[src/rtl/x_top_uart_tx_arb.sv]
// Two-requester arbiter in front of a UART transmitter.
// Round-robin grant per message, grant held until the last byte or an
// idle timeout; no byte storage, the granted requester is muxed straight
// through to the downstream interface.
module x_top_uart_tx_arb #(
  parameter int p_timeout = 1024
) (
  input  logic       i_clk,
  input  logic       i_nrst,
  input  logic       i_a_valid,
  input  logic [7:0] i_a_data,
  input  logic       i_a_last,
  output logic       o_a_accept,
  input  logic       i_b_valid,
  input  logic [7:0] i_b_data,
  input  logic       i_b_last,
  output logic       o_b_accept,
  output logic       o_valid,
  output logic [7:0] o_data,
  input  logic       i_accept,
  output logic [1:0] o_grant
);

  localparam int unsigned CW = $clog2(p_timeout) + 1;
  localparam logic [CW-1:0] TO_LAST = CW'(p_timeout - 1);

  typedef enum logic [1:0] {
    IDLE  = 2'b00,
    GNT_A = 2'b01,
    GNT_B = 2'b10
  } state_t;

  state_t        state;
  logic          ptr_b;      // 0: A wins a tie, 1: B wins a tie
  logic [CW-1:0] cnt;
  logic [CW-1:0] cnt_inc;
  logic          sel_valid;
  logic          sel_last;
  logic          xfer;
  logic          timeout_hit;

  // Select the granted requester and derive transfer / timeout conditions.
  always_comb begin
    sel_valid  = 1'b0;
    sel_last   = 1'b0;
    o_valid    = 1'b0;
    o_data     = '0;
    o_a_accept = 1'b0;
    o_b_accept = 1'b0;
    unique case (state)
      GNT_A: begin
        sel_valid  = i_a_valid;
        sel_last   = i_a_last;
        o_valid    = i_a_valid;
        o_data     = i_a_data;
        o_a_accept = i_accept;
      end
      GNT_B: begin
        sel_valid  = i_b_valid;
        sel_last   = i_b_last;
        o_valid    = i_b_valid;
        o_data     = i_b_data;
        o_b_accept = i_accept;
      end
      default: ;
    endcase
    xfer    = sel_valid && i_accept;
    cnt_inc = cnt + 1'b1;
    // Release on the edge where the counter would reach p_timeout-1, so a
    // grant survives exactly p_timeout-1 idle cycles.
    timeout_hit = (state != IDLE) && !sel_valid && (cnt_inc == TO_LAST);
    o_grant = state;
  end

  // Grant state, round-robin pointer and idle timeout counter.
  always_ff @(posedge i_clk or negedge i_nrst) begin
    if (!i_nrst) begin
      state <= IDLE;
      ptr_b <= 1'b0;
      cnt   <= '0;
    end else begin
      unique case (state)
        IDLE: begin
          cnt <= '0;
          if (i_a_valid && (!i_b_valid || !ptr_b)) state <= GNT_A;
          else if (i_b_valid)                      state <= GNT_B;
        end
        GNT_A, GNT_B: begin
          if (xfer) begin
            cnt <= '0;
            if (sel_last) begin
              state <= IDLE;
              ptr_b <= (state == GNT_A);
            end
          end else if (timeout_hit) begin
            state <= IDLE;
            ptr_b <= (state == GNT_A);
            cnt   <= '0;
          end else if (!sel_valid) begin
            cnt <= cnt_inc;
          end
        end
        default: state <= IDLE;
      endcase
    end
  end

endmodule

[config.mk]
export PLATFORM = sky130hd
export DESIGN_NAME = x_top_uart_tx_arb
export DESIGN_NICKNAME = d
export VERILOG_FILES = /design/src/rtl/x_top_uart_tx_arb.sv
export SDC_FILE = /design/constraint.sdc
export NUM_CORES = 1
export LEC_CHECK = 0
export BUFFER_PORTS_ARGS = -buffer_cell sky130_fd_sc_hd__buf_2
export CELL_PAD_IN_SITES_DETAIL_PLACEMENT = 1
export CELL_PAD_IN_SITES_GLOBAL_PLACEMENT = 1
export CORE_MARGIN = 5
export CORE_UTILIZATION = 40
export CTS_CLUSTER_DIAMETER = 60
export DETAILED_ROUTE_END_ITERATION = 7
export MAX_ROUTING_LAYER = met4
export PLACE_DENSITY_LB_ADDON = 0.3
export SLEW_MARGIN = 20
export SYNTH_ARGS = -nofsm -noshare
export SYNTH_HDL_FRONTEND = slang
export SYNTH_SLANG_ARGS = --single-unit
[constraint.sdc]
create_clock -name i_clk -period 4.5 [get_ports i_clk]
set_clock_uncertainty 0.1 [all_clocks]
set_input_delay 0.45 -clock i_clk [delete_from_list [all_inputs] [get_ports i_clk]]
set_output_delay 0.45 -clock i_clk [all_outputs]
set_load 0.005 [all_outputs]
-- Word-level counts from Yosys, hierarchy flattened
Index checks and enable logic that the tools add are counted.
- add/sub/neg operators: 1
- multiply operators: 0
- div/mod/pow operators: 0
- magnitude comparators: 0
- equal/unequal tests: 8
- shifts and indexed selects: 0
- mux-type cells: 18
- bitwise gates (word level): 0
- reduce and logical (&&, ||, !) cells: 16
- operator list (operator ; count):
    2-to-1 mux 11 bit ; 3
    one-hot mux 11 bit (2 select lines) ; 1
    one-hot mux 8 bit (2 select lines) ; 1
    adder 11 x 1 -> 11 bit, second input constant ; 1
    == test 11 x 10 -> 1 bit, second input constant ; 1
    2-to-1 mux 2 bit ; 5
    inequality test 3 bit, second input constant ; 3
    AND reduction 3 bit ; 2
    nonzero test 2 bit ; 3
    2-to-1 mux 1 bit ; 5
    logical AND 1 bit ; 4
    inequality test 4 bit, second input constant ; 1
    one-hot mux 1 bit (2 select lines) ; 2
    one-hot mux 2 bit (2 select lines) ; 1
    zero test 1 bit ; 3
    == test 2 x 1 -> 1 bit, second input constant ; 1
    == test 2 bit, second input constant ; 1
    zero test 2 bit ; 1
    inequality test 2 bit, second input constant ; 1
    AND reduction 2 bit ; 1
    OR reduction 2 bit ; 1
    logical OR 1 bit ; 1
- register bits: 14
- latch bits: 0
- bits in writable memories: 0
- ROM bits: 0
- input port bits: 23
- output and inout port bits: 13
- logic and storage cells: 46
- memories kept: 0

-- Logic depth before layout (Yosys ltp)
Gate-level depths: netlist of run 1.
- word-level depth: 8
- depth in mapped cells: 10
- gate-level depth less buffers: 8

-- Worst setup path before layout of run 1
OpenSTA, ideal clock, no wires.
- path type: register -> register
- start: register state[1] (netlist: o_grant[1])
- end: register ptr_b
- library setup time: 128 ps
- arrival: 2357 ps
- required time: 4272 ps
- slack: 1915 ps
- stages on the path, launching flop included: 10
- buffers on the path: 1
- period minus slack after synthesis: 2585 ps
- path through: dfrtp_1 -> inv_1 -> ha_1 -> a22o_1 -> and2_1 -> clkbuf_1 -> a2111o_1 -> or4_4 -> a21boi_2 -> mux2_1
- longest elaborated chain between the ends: 7
- elaborated cells on any way between the ends: 16
- classes of those cells: eq/ne: 3; mux: 5; reduce/logical: 8
- RTL lines (what ; line ; source):
    from (decl) ; 33 ; state_t state;
    from (signal assigned) ; 78 ; state <= IDLE;
    from (signal assigned) ; 85 ; if (i_a_valid && (!i_b_valid || !ptr_b)) state <= GNT_A;
    from (signal assigned) ; 86 ; else if (i_b_valid) state <= GNT_B;
    == test 2 bit / == test 2 x 1 -> 1 bit (equally long branches) ; -- ;
    one-hot mux 1 bit (2 select lines) (*) ; -- ;
    via o_valid ; 18 ; output logic o_valid,
    zero test 1 bit ; -- ;
    logical AND 1 bit (2 in series) ; 71 ; timeout_hit = (state != IDLE) && !sel_valid && (cnt_inc == TO_LAST);
    nonzero test 2 bit (no source line) ; -- ;
    AND reduction 3 bit (no source line) ; -- ;
    to (signal assigned) ; 93 ; ptr_b <= (state == GNT_A);
    to (signal assigned) ; 97 ; ptr_b <= (state == GNT_A);
    to (decl) ; 34 ; logic ptr_b;
The timed path passes the listed nets; every way through them passes the cells marked *. The select of a mux whose other input is x is not followed.
A chain may end at the register's enable or synchronous reset.

-- Final worst setup path of run 1
- start: register state[0] (netlist: o_grant[0])
- end: register ptr_b
- longest elaborated chain between the ends: 7
- elaborated cells on any way between the ends: 16
- classes of those cells: eq/ne: 3; mux: 5; reduce/logical: 8
- RTL lines (what ; line ; source):
    == test 2 bit / == test 2 x 1 -> 1 bit (equally long branches) ; 50, 82, 93 ;
    one-hot mux 1 bit (2 select lines) ; 50 ; unique case (state)
    zero test 1 bit ; -- ;
    logical AND 1 bit (2 in series) ; 71 ;
    nonzero test 2 bit (no source line) ; -- ;
    AND reduction 3 bit (no source line) ; -- ;
Parallel ways exist; a longest one is shown, timed or not. The select of a mux whose other input is x is not followed.

==> results of run 1 <==
registers in the layout, summed over array words and instances, names as in the netlist:
| name | count |
|---|---|
| ptr_b | 1 |
| cnt | 11 |
| o_grant | 2 |
path summary, 6_finish.rpt:
check                                   to  slack [ns]  cells past startpoint
max in group asynchronous       o_grant[0]        3.58                      2
worst min register to register       ptr_b        0.40                      1
worst max-delay path                 ptr_b        1.59                      8
worst min-delay path            o_grant[0]        0.39                      3
worst max register to register       ptr_b        1.59                      8
min in group asynchronous           cnt[0]        0.48                      2
cell families (layout without fill, tap and decap cells):
kind of cell | Yosys count | in the layout | synth area share
fa+ha+maj | 6 | 6 | 0.06205
simple gates | 62 | 62 | 0.2854
mux | 2 | 2 | 0.01758
compound gates | 42 | 42 | 0.2492
buf+inv | 19 | 47 | 0.08170
flops | 14 | 14 | 0.2896
xor+xnor | 2 | 2 | 0.01448
stage by stage:
step                cells    util  hold slack, ns  power [mW]
detailed placement    203  0.4546          0.2700      0.5266
finish                208  0.4702          0.3896      0.6215
global route          208  0.4702          0.3800      0.6740
global placement      203  0.4546          0.2652      0.5102
CTS                   208  0.4702          0.3814      0.6260
floorplan             147       -         0.05441      0.4182
Yosys cell counts (4+ instances only):
library cell  number  area [µm²]
a31oi_1            5       31.28
clkbuf_1           7       26.28
nand2_1           14       52.55
nor2_1             6       22.52
and2_1             5       31.28
o31ai_1            4       30.03
nand3_1           10       50.05
inv_1              7       26.28
dfrtp_1           14       350.3
nor2b_1            8       50.05
ha_1               6       75.07
o21ai_1            4       20.02
a22oi_1            9       67.56
layer usage:
| metal | vias up | global-route usage |
|---|---|---|
| li1 | 596 | - |
| met1 | 604 | 0.2204 |
| met2 | 41 | 0.3231 |
| met3 | 8 | 0.03120 |
| met4 | 0 | 0.08971 |
| met5 | - | - |
placed cells by master (no fill, tap or decap), types with 2 or more instances in the layout:
cell type	synthesis	routed
nand4b_1	3	3
o31ai_1	4	4
o21ai_1	4	4
nor2b_1	8	8
buf_2	0	35
inv_1	7	7
nand2_1	14	14
a31oi_1	5	5
a21oi_1	2	2
o21ai_0	3	3
a22oi_1	9	9
o22ai_1	2	2
a21o_1	2	2
or3_1	2	2
nor2_1	6	6
dfrtp_1	14	14
nand2b_1	2	2
clkbuf_4	0	3
and4_1	2	2
and2_1	5	5
o211ai_1	2	2
nand3_1	10	10
ha_1	6	6
a22o_1	2	2
nand4_1	3	3
xnor2_1	2	2
where the power goes:
group	internal (mW)	leakage, nW	switching, mW
Clock	0.0494	0.0210	0.0447
Sequential	0.144	0.192	0.0232
Combinational	0.143	0.398	0.218
Total	0.336	0.611	0.286
worst max-delay path: cells and delay by family, from the launching register on:
family | cells | cell delay (ns)
AO/OA/AOI/OAI | 3 | 0.78
AND/OR/NAND/NOR | 2 | 0.74
flip-flops | 1 | 0.40
adder cells (fa/ha/maj) | 1 | 0.36
multiplexers | 1 | 0.32
buffers and inverters | 1 | 0.10
layout make-up:
class	count	area (µm²)	share of cell area
Inverter	7	26.28	0.01877
Sequential cell	14	350.3	0.2502
Multi-Input combinational cell	114	760.7	0.5433
Clock buffer	4	36.28	0.02592
Timing Repair Buffer	36	185.2	0.1323
Tap cell	33	41.29	0.02949
what timing repair did:
action	in CTS	in global routing
hold buffers	1	0
resized for setup	0	0
endpoints found under the hold margin	14	0
==> out/summary.txt, run 1 <==
synthesis-stage register bit count - 14
Hold Path Class - input port to register
Final nets - 205
Placement Cell Area - 0.001354 mm²
hold wc startpoint - i_a_valid
Max VDD drop - 196.7 µV
Fin. Hold Viols - 0
FF-to-FF Start - o_grant[0]
CP Max Fanout - 12
port bufs - 35
outcome - finished, final reports clean
Starting Density - 0.4063
CTS Buf Count - 3
wire per inst - 17.45 µm
crit path kind - register to register
fin crit share - 0.6471
core area - 0.002978 mm²
Die ar. - 0.004224 mm²
Syn Inst Count - 147
Relative slew margins - 0.7033
Clock transition at path regs - 0.09 ns
Slew Viols, Final - 0
Max Used Layer - met4
Via-to-Cell Ratio - 6.005
fin crit period - 2.912 ns
cell leakage power - 0.6111 nW
Max H-tree Level - 1
mean area per synthesized cell - 8.231 µm²
number of enable flip-flop cells after synthesis - 0
pre-CTS setup slack - 1.611 ns
Worst setup EP type - register
Worst Setup SP - o_grant[0]
Worst Setup Start Kind - register
routed wl met3 - 222 µm
setup violators final - 0
first-pass GRT wire length - 6127 µm
critical-path cell list - inv_1 > ha_1 > a22o_1 > and2_1 > a2111o_1 > or4_4 > a21boi_2 > mux2_1
root buf cell - clkbuf_4
Pre-antenna DRT Iters - 4
pwr/cell area - 443.9 mW/mm²
max_cap viols - 0
share of layout cells above drive strength 1 - 0.2457
metal2 WL - 1785 µm
synth warn - 0
fillers - 381
Post CTS Setup Buffer Count - 0
die height - 65.00 µm
M1 wire length - 1550 µm
final worst setup slack - 1.588 ns
measured slew at the worst slew-check pin - 0.4416 ns
GRT Residual Overflow - 0
final wirelength - 3629 µm
via count - 1249
Peak Freq - 0.3434 GHz
clk sink count - 14
Max Root-Sink Buffers - 2
CP max stage cell - or4_4
gr usage total - 0.1912
Fin Setup TNS - 0 ns
ys flop type - dfrtp_1
Final Cell Area - 0.001400 mm²
ANT nets after route - 0
largest net degree at the start of global routing - 15
Boundary Pins - 36
# rows - 20
clk_lat worst skew - 0.29 ns
Mapped Area - 0.001210 mm²
RSZ-0062 raised after global routing - no
die width - 65.00 µm
post-synthesis sequential area ratio - 0.2896
Critical Path RT - 4.59 ns
number of global-route vias before repair - 1260
HPWL after DPL - 2784 µm
CTS tree - done
DRT iter0 DRCs - 81
Placer Congestion - 0.8695
Synth cell types - 44
# DRC - 0
Synth async-reset ratio - 1.000
initial antenna violation count - 0
# diodes - 0
syn_nets - 176
Crit path largest cell delay - 0.53 ns
CP Data Arrival Time - 3.00 ns
layout overhead on the synthesized area - 15.72%
(Power assumes the default switching activity.)
==> run 2: changes to the inputs <==
Settings changed: CORE_UTILIZATION 40 to 37.
Clock period 4.5 ns to 2.8 ns, I/O delays scaled along.
==> out/summary.txt, run 2 (synthesis gave the netlist of run 1 again) <==
pwr/cell area - 732.7 mW/mm² (was 443.9 mW/mm²)
Worst setup EP type - register (unchanged)
gr usage total - 0.1910 (was 0.1912)
Worst Setup Start Kind - register (unchanged)
Max H-tree Level - 1 (unchanged)
clk_lat worst skew - 0.29 ns (about the same)
GRT busiest layer - met2 (unchanged)
Crit path largest cell delay - 0.59 ns (was 0.53 ns)
Largest register FFs - 11 (unchanged)
Final nets - 214 (was 205)
met1 usage - 0.2244 (was 0.2204)
Peak Freq - 0.3628 GHz (was 0.3434 GHz)
number of global-route vias before repair - 1366 (was 1260)
fin cells - 228 (was 208)
crit path kind - register to register (unchanged)
measured slew at the worst slew-check pin - 0.4747 ns (was 0.4416 ns)
cell leakage power - 0.6570 nW (was 0.6111 nW)
Max Root-Sink Buffers - 2 (unchanged)
root buf cell - clkbuf_4 (unchanged)
max_cap viols - 0 (unchanged)
CTS tree - done (unchanged)
most common cell after layout, fill and taps aside - buf_2 (unchanged)
Via-to-Cell Ratio - 5.794 (was 6.005)
final wirelength - 3971 µm (was 3629 µm)
Die ar. - 0.004514 mm² (was 0.004224 mm²)
# diodes - 0 (unchanged)
CP Data Arrival Time - 2.84 ns (was 3.00 ns)
ANT nets after route - 0 (unchanged)
die height - 67.19 µm (was 65.00 µm)
Switching Share - 0.4588 (was 0.4602)
fillers - 402 (was 381)
Hold Path Class - input port to register (unchanged)
Clock transition at path regs - 0.10 ns (was 0.09 ns)
fin crit share - 0.9844 (was 0.6471)
wire per inst - 17.42 µm (was 17.45 µm)
critical-path cell list - inv_1 > ha_1 > a22o_1 > and2_4 > a2111o_1 > or4_4 > a21boi_2 > mux2_1 (was inv_1 > ha_1 > a22o_1 > and2_1 > a2111o_1 > or4_4 > a21boi_2 > mux2_1)
# DRC - 0 (unchanged)
Core Util, Final - 0.4782 (was 0.4702)
first-pass GRT wire length - 6403 µm (was 6127 µm)
CTS Buf Count - 3 (unchanged)
GRT Residual Overflow - 0 (unchanged)
Max VDD drop - 216.3 µV (was 196.7 µV)
Placer Congestion - 0.8927 (was 0.8695)
Final Hold Slack - 0.2252 ns (was 0.3896 ns)
placed cells - 218 (was 203)
Pre-antenna DRT Iters - 4 (unchanged)
port bufs - 35 (unchanged)
met3 usage - 0.02995 (was 0.03120)
Slew Viols, Final - 0 (unchanged)
Clk pwr share - 0.143 (was 0.151)
share of layout cells above drive strength 1 - 0.2880 (was 0.2457)
Relative slew margins - 0.6811 (was 0.7033)
Cell Int Power - 0.5885 mW (was 0.3355 mW)
die width - 67.19 µm (was 65.00 µm)
HPWL after DPL - 3087 µm (was 2784 µm)
clk sink count - 14 (unchanged)
CP Max Fanout - 6 (was 12)
P_sw - 0.4989 mW (was 0.2860 mW)
most frequent cells in the layout - buf_2 (35), nand2_1 (14), dfrtp_1 (14) (unchanged)
core area - 0.003103 mm² (was 0.002978 mm²)
DRT iter0 DRCs - 85 (was 81)
Sequential Power Share - 0.248 (was 0.268)
CP max stage cell - or4_4 (unchanged)
Reg area - 350.3 µm² (unchanged)
Logic pwr share - 0.610 (was 0.580)
Starting Density - 0.3899 (was 0.4063)
fin crit period - 2.756 ns (was 2.912 ns)
multi-input logic area - 763.2 µm² (was 760.7 µm²)
outcome - finished, final reports clean (unchanged)
setup violators final - 0 (unchanged)
initial antenna violation count - 0 (unchanged)
met2 global-route usage - 0.3276 (was 0.3231)
layout overhead on the synthesized area - 22.65% (was 15.72%)
via count - 1321 (was 1249)
# rows - 20 (unchanged)
Boundary Pins - 36 (unchanged)
Critical Path RT - 2.88 ns (was 4.59 ns)
largest reg by FF count - cnt (unchanged)
largest net degree at the start of global routing - 15 (unchanged)
Fin. Hold Viols - 0 (unchanged)
## run 2: cell count changes in the layout (fill, tap and decap cells not counted)
cell    delta
and2_1     -1
and2_4     +1
buf_4      +9
## run 2: through the flow
stage	instance area (µm²)	TNS (ns)	worst slack (ns)	power [mW]
after floorplan	1210	0	0.2152	0.6721
after global placement	1398	0	0.1969	0.8659
after detailed placement	1398	0	0.1017	0.8913
after CTS	1444	0	0.08186	1.051
after global routing	1484	-0.01237	-0.009152	1.167
final	1484	0	0.04373	1.087
## run 2: final timing paths
kind	from	to	slack, ns	cells after the start
setup / recovery	o_grant[1]	ptr_b	0.04	8
hold / removal	i_a_valid	o_grant[0]	0.23	3
setup reg to reg	o_grant[1]	ptr_b	0.04	8
hold reg to reg	ptr_b	ptr_b	0.42	1
max in group asynchronous	i_nrst	cnt[3]	2.03	2
min in group asynchronous	i_nrst	cnt[10]	0.31	2
## run 2: final cells by class
| type | count | area share |
|---|---|---|
| clock buffer | 4 | 0.02445 |
| inverter | 7 | 0.01771 |
| multi-input combinational | 114 | 0.5143 |
| sequential | 14 | 0.2361 |
| tap | 44 | 0.03710 |
| timing repair buffer | 45 | 0.1703 |
## run 2: critical path, delay by kind of cell, from the launching register on
family / cells / cell delay [ns]
buf+inv: 1 / 0.09
compound gates: 3 / 0.73
flops: 1 / 0.41
mux: 1 / 0.32
fa+ha+maj: 1 / 0.22
simple gates: 2 / 0.77
## run 2: repair_timing
| action | in CTS | in global routing |
|---|---|---|
| resized for setup | 0 | 1 |
| hold buffers | 1 | 0 |
| buffers inserted | 0 | 5 |
| endpoints found under the hold margin | 14 | 0 |
| setup endpoints to repair | 0 | 1 |
## run 2: per-layer routing
layer,share of wire,wire length (µm)
met1,0.41,1636
met2,0.52,2082
met3,0.046,183
met4,0.017,68
met5,0,0
## run 2: power groups by stage
stage	combinational [mW]	sequential (mW)	clock (mW)
final	0.663	0.269	0.155
after global routing	0.726	0.275	0.167
after CTS	0.626	0.269	0.156
after detailed placement	0.617	0.274	0
after global placement	0.598	0.268	0
after floorplan	0.412	0.260	0
==> run 3: changes to the inputs <==
==> constraint.sdc (replaced) <==
create_clock -name i_clk -period 2.8 [get_ports i_clk]
set_clock_uncertainty 0.1 [all_clocks]
set_input_delay 0.42 -clock i_clk [delete_from_list [all_inputs] [get_ports i_clk]]
set_output_delay 0.42 -clock i_clk [all_outputs]
set_load 0.005 [all_outputs]
==> out/summary.txt, run 3 (synthesis gave the netlist of run 1 again) <==
setup violators final - 0 (unchanged)
Buffers & Inverters on Critical Path - 1 (unchanged)
crit path kind - register to register (unchanged)
# DRC - 0 (unchanged)
Clock transition at path regs - 0.08 ns (was 0.10 ns)
worst hold path depth - 3 (unchanged)
total power - 1.034 mW (was 1.087 mW)
most frequent cells in the layout - buf_2 (35), nand2_1 (14), dfrtp_1 (14) (unchanged)
Worst setup EP type - register (unchanged)
Critical Path RT - 2.87 ns (was 2.88 ns)
Fin. Hold Viols - 0 (unchanged)
measured slew at the worst slew-check pin - 0.4596 ns (was 0.4747 ns)
critical-path cell list - inv_2 > ha_1 > a22o_1 > and2_4 > a2111o_1 > or4_4 > a21boi_2 > mux2_4 (was inv_1 > ha_1 > a22o_1 > and2_4 > a2111o_1 > or4_4 > a21boi_2 > mux2_1)
GRT Residual Overflow - 0 (unchanged)
met2 global-route usage - 0.3043 (was 0.3276)
Crit path largest cell delay - 0.60 ns (was 0.59 ns)
clk_lat worst skew - 0.28 ns (was 0.29 ns)
CP max stage cell - or4_4 (unchanged)
Starting Density - 0.3899 (unchanged)
Die ar. - 0.004514 mm² (unchanged)
critical path's top delay family - compound AO/OA/AOI/OAI gates (was simple AND/OR/NAND/NOR gates)
max_cap viols - 0 (unchanged)
fin cells - 227 (was 228)
Clk pwr share - 0.108 (was 0.143)
Relative slew margins - 0.6912 (was 0.6811)
ANT nets after route - 0 (unchanged)
Slew Viols, Final - 0 (unchanged)
met1 usage - 0.2231 (was 0.2244)
fin crit share - 0.9762 (was 0.9844)
Placer Congestion - 0.8947 (was 0.8927)
Max VDD drop - 226.0 µV (was 216.3 µV)
Worst Setup Start Kind - register (unchanged)
r2r setup slk - 0.07 ns (was 0.04 ns)
Switching Share - 0.4555 (was 0.4588)
met3 usage - 0.05158 (was 0.02995)
final wirelength - 3713 µm (was 3971 µm)
Boundary Pins - 36 (unchanged)
placed cells - 218 (unchanged)
first-pass GRT wire length - 6223 µm (was 6403 µm)
final worst setup slack - 0.06668 ns (was 0.04373 ns)
pre-CTS setup slack - 0.1101 ns (was 0.1017 ns)
Sequential Power Share - 0.259 (was 0.248)
Final nets - 214 (unchanged)
die height - 67.19 µm (unchanged)
gr usage total - 0.1866 (was 0.1910)
Pre-antenna DRT Iters - 4 (unchanged)
# rows - 20 (unchanged)
CP Max Fanout - 5 (was 6)
Crit path depth - 8 (unchanged)
HPWL after DPL - 2879 µm (was 3087 µm)
port bufs - 35 (unchanged)
Final Hold Slack - 0.3582 ns (was 0.2252 ns)
Hold Path Class - input port to register (unchanged)
largest reg by FF count - cnt (unchanged)
CTS tree - done (unchanged)
largest net degree at the start of global routing - 15 (unchanged)
most common cell after layout, fill and taps aside - buf_2 (unchanged)
Final Cell Area - 0.001489 mm² (was 0.001484 mm²)
Cell Int Power - 0.5628 mW (was 0.5885 mW)
Reg2Reg Depth - 8 (unchanged)
core area - 0.003103 mm² (unchanged)
Peak Freq - 0.3659 GHz (was 0.3628 GHz)
Largest register FFs - 11 (unchanged)
Max H-tree Level - 1 (unchanged)
layout overhead on the synthesized area - 23.06% (was 22.65%)
CP Data Arrival Time - 2.80 ns (was 2.84 ns)
Logic pwr share - 0.632 (was 0.610)
number of global-route vias before repair - 1339 (was 1366)
CTS Buf Count - 3 (unchanged)
wire per inst - 16.36 µm (was 17.42 µm)
root buf cell - clkbuf_4 (unchanged)
outcome - finished, final reports clean (unchanged)
fin crit period - 2.733 ns (was 2.756 ns)
Placement Cell Area - 0.001398 mm² (unchanged)
DRT iter0 DRCs - 78 (was 85)
Via-to-Cell Ratio - 5.634 (was 5.794)
share of layout cells above drive strength 1 - 0.3005 (was 0.2880)
pwr/cell area - 694.2 mW/mm² (was 732.7 mW/mm²)
P_sw - 0.4708 mW (was 0.4989 mW)
# diodes - 0 (unchanged)
cell leakage power - 0.6534 nW (was 0.6570 nW)
Max Root-Sink Buffers - 2 (unchanged)
via count - 1279 (was 1321)
initial antenna violation count - 0 (unchanged)
die width - 67.19 µm (unchanged)
clk sink count - 14 (unchanged)
GRT busiest layer - met2 (unchanged)
-- run 3: worst reg2reg max path: stages, from the launching register on --
cell      delay (ns)
dfrtp_1         0.39
inv_2           0.07
ha_1            0.20
a22o_1          0.25
and2_4          0.18
a2111o_1        0.34
or4_4           0.60
a21boi_2        0.19
mux2_4          0.31
-- run 3: final cells by class --
type | count | area, µm²
fillers | 410 | 1614
multi-input cells | 114 | 769.5
flip-flops and latches | 14 | 350.3
repair buffers | 45 | 265.3
well taps | 44 | 55.05
inverters | 7 | 26.28
clock buffers | 3 | 22.52
-- run 3: power groups by stage --
stage / sequential [mW] / combinational (mW) / clock (mW)
after floorplan: 0.260 / 0.412 / 0
after global placement: 0.268 / 0.597 / 0
after detailed placement: 0.272 / 0.614 / 0
after CTS: 0.268 / 0.620 / 0.115
after global routing: 0.273 / 0.725 / 0.125
final: 0.268 / 0.653 / 0.112
-- run 3: repair_timing --
item / CTS / global route
setup buffers: 0 / 5
resized for setup: 0 / 5
endpoints found under the hold margin: 14 / 0
setup endpoints to repair: 0 / 1
hold buffers: 1 / 0
-- run 3: path summary, 6_finish.rpt --
kind                            start    endpoint
max                        o_grant[1]       ptr_b
min                         i_a_valid  o_grant[0]
max reg2reg                o_grant[1]       ptr_b
min reg2reg                     ptr_b       ptr_b
max in group asynchronous      i_nrst  o_grant[0]
min in group asynchronous      i_nrst      cnt[1]
-- run 3: metal layers --
metal	wire length, µm	vias up
met3	175	4
met1	1602	627
met2	1881	33
met5	0	-
li1	-	615
met4	54	0
-- run 3: metrics by stage --
| step | utilization | TNS, ns |
|---|---|---|
| CTS | 0.4609 | 0 |
| detailed placement | 0.4504 | 0 |
| global route | 0.4798 | -0.02659 |
| floorplan | - | 0 |
| global placement | 0.4504 | 0 |
| finish | 0.4798 | 0 |
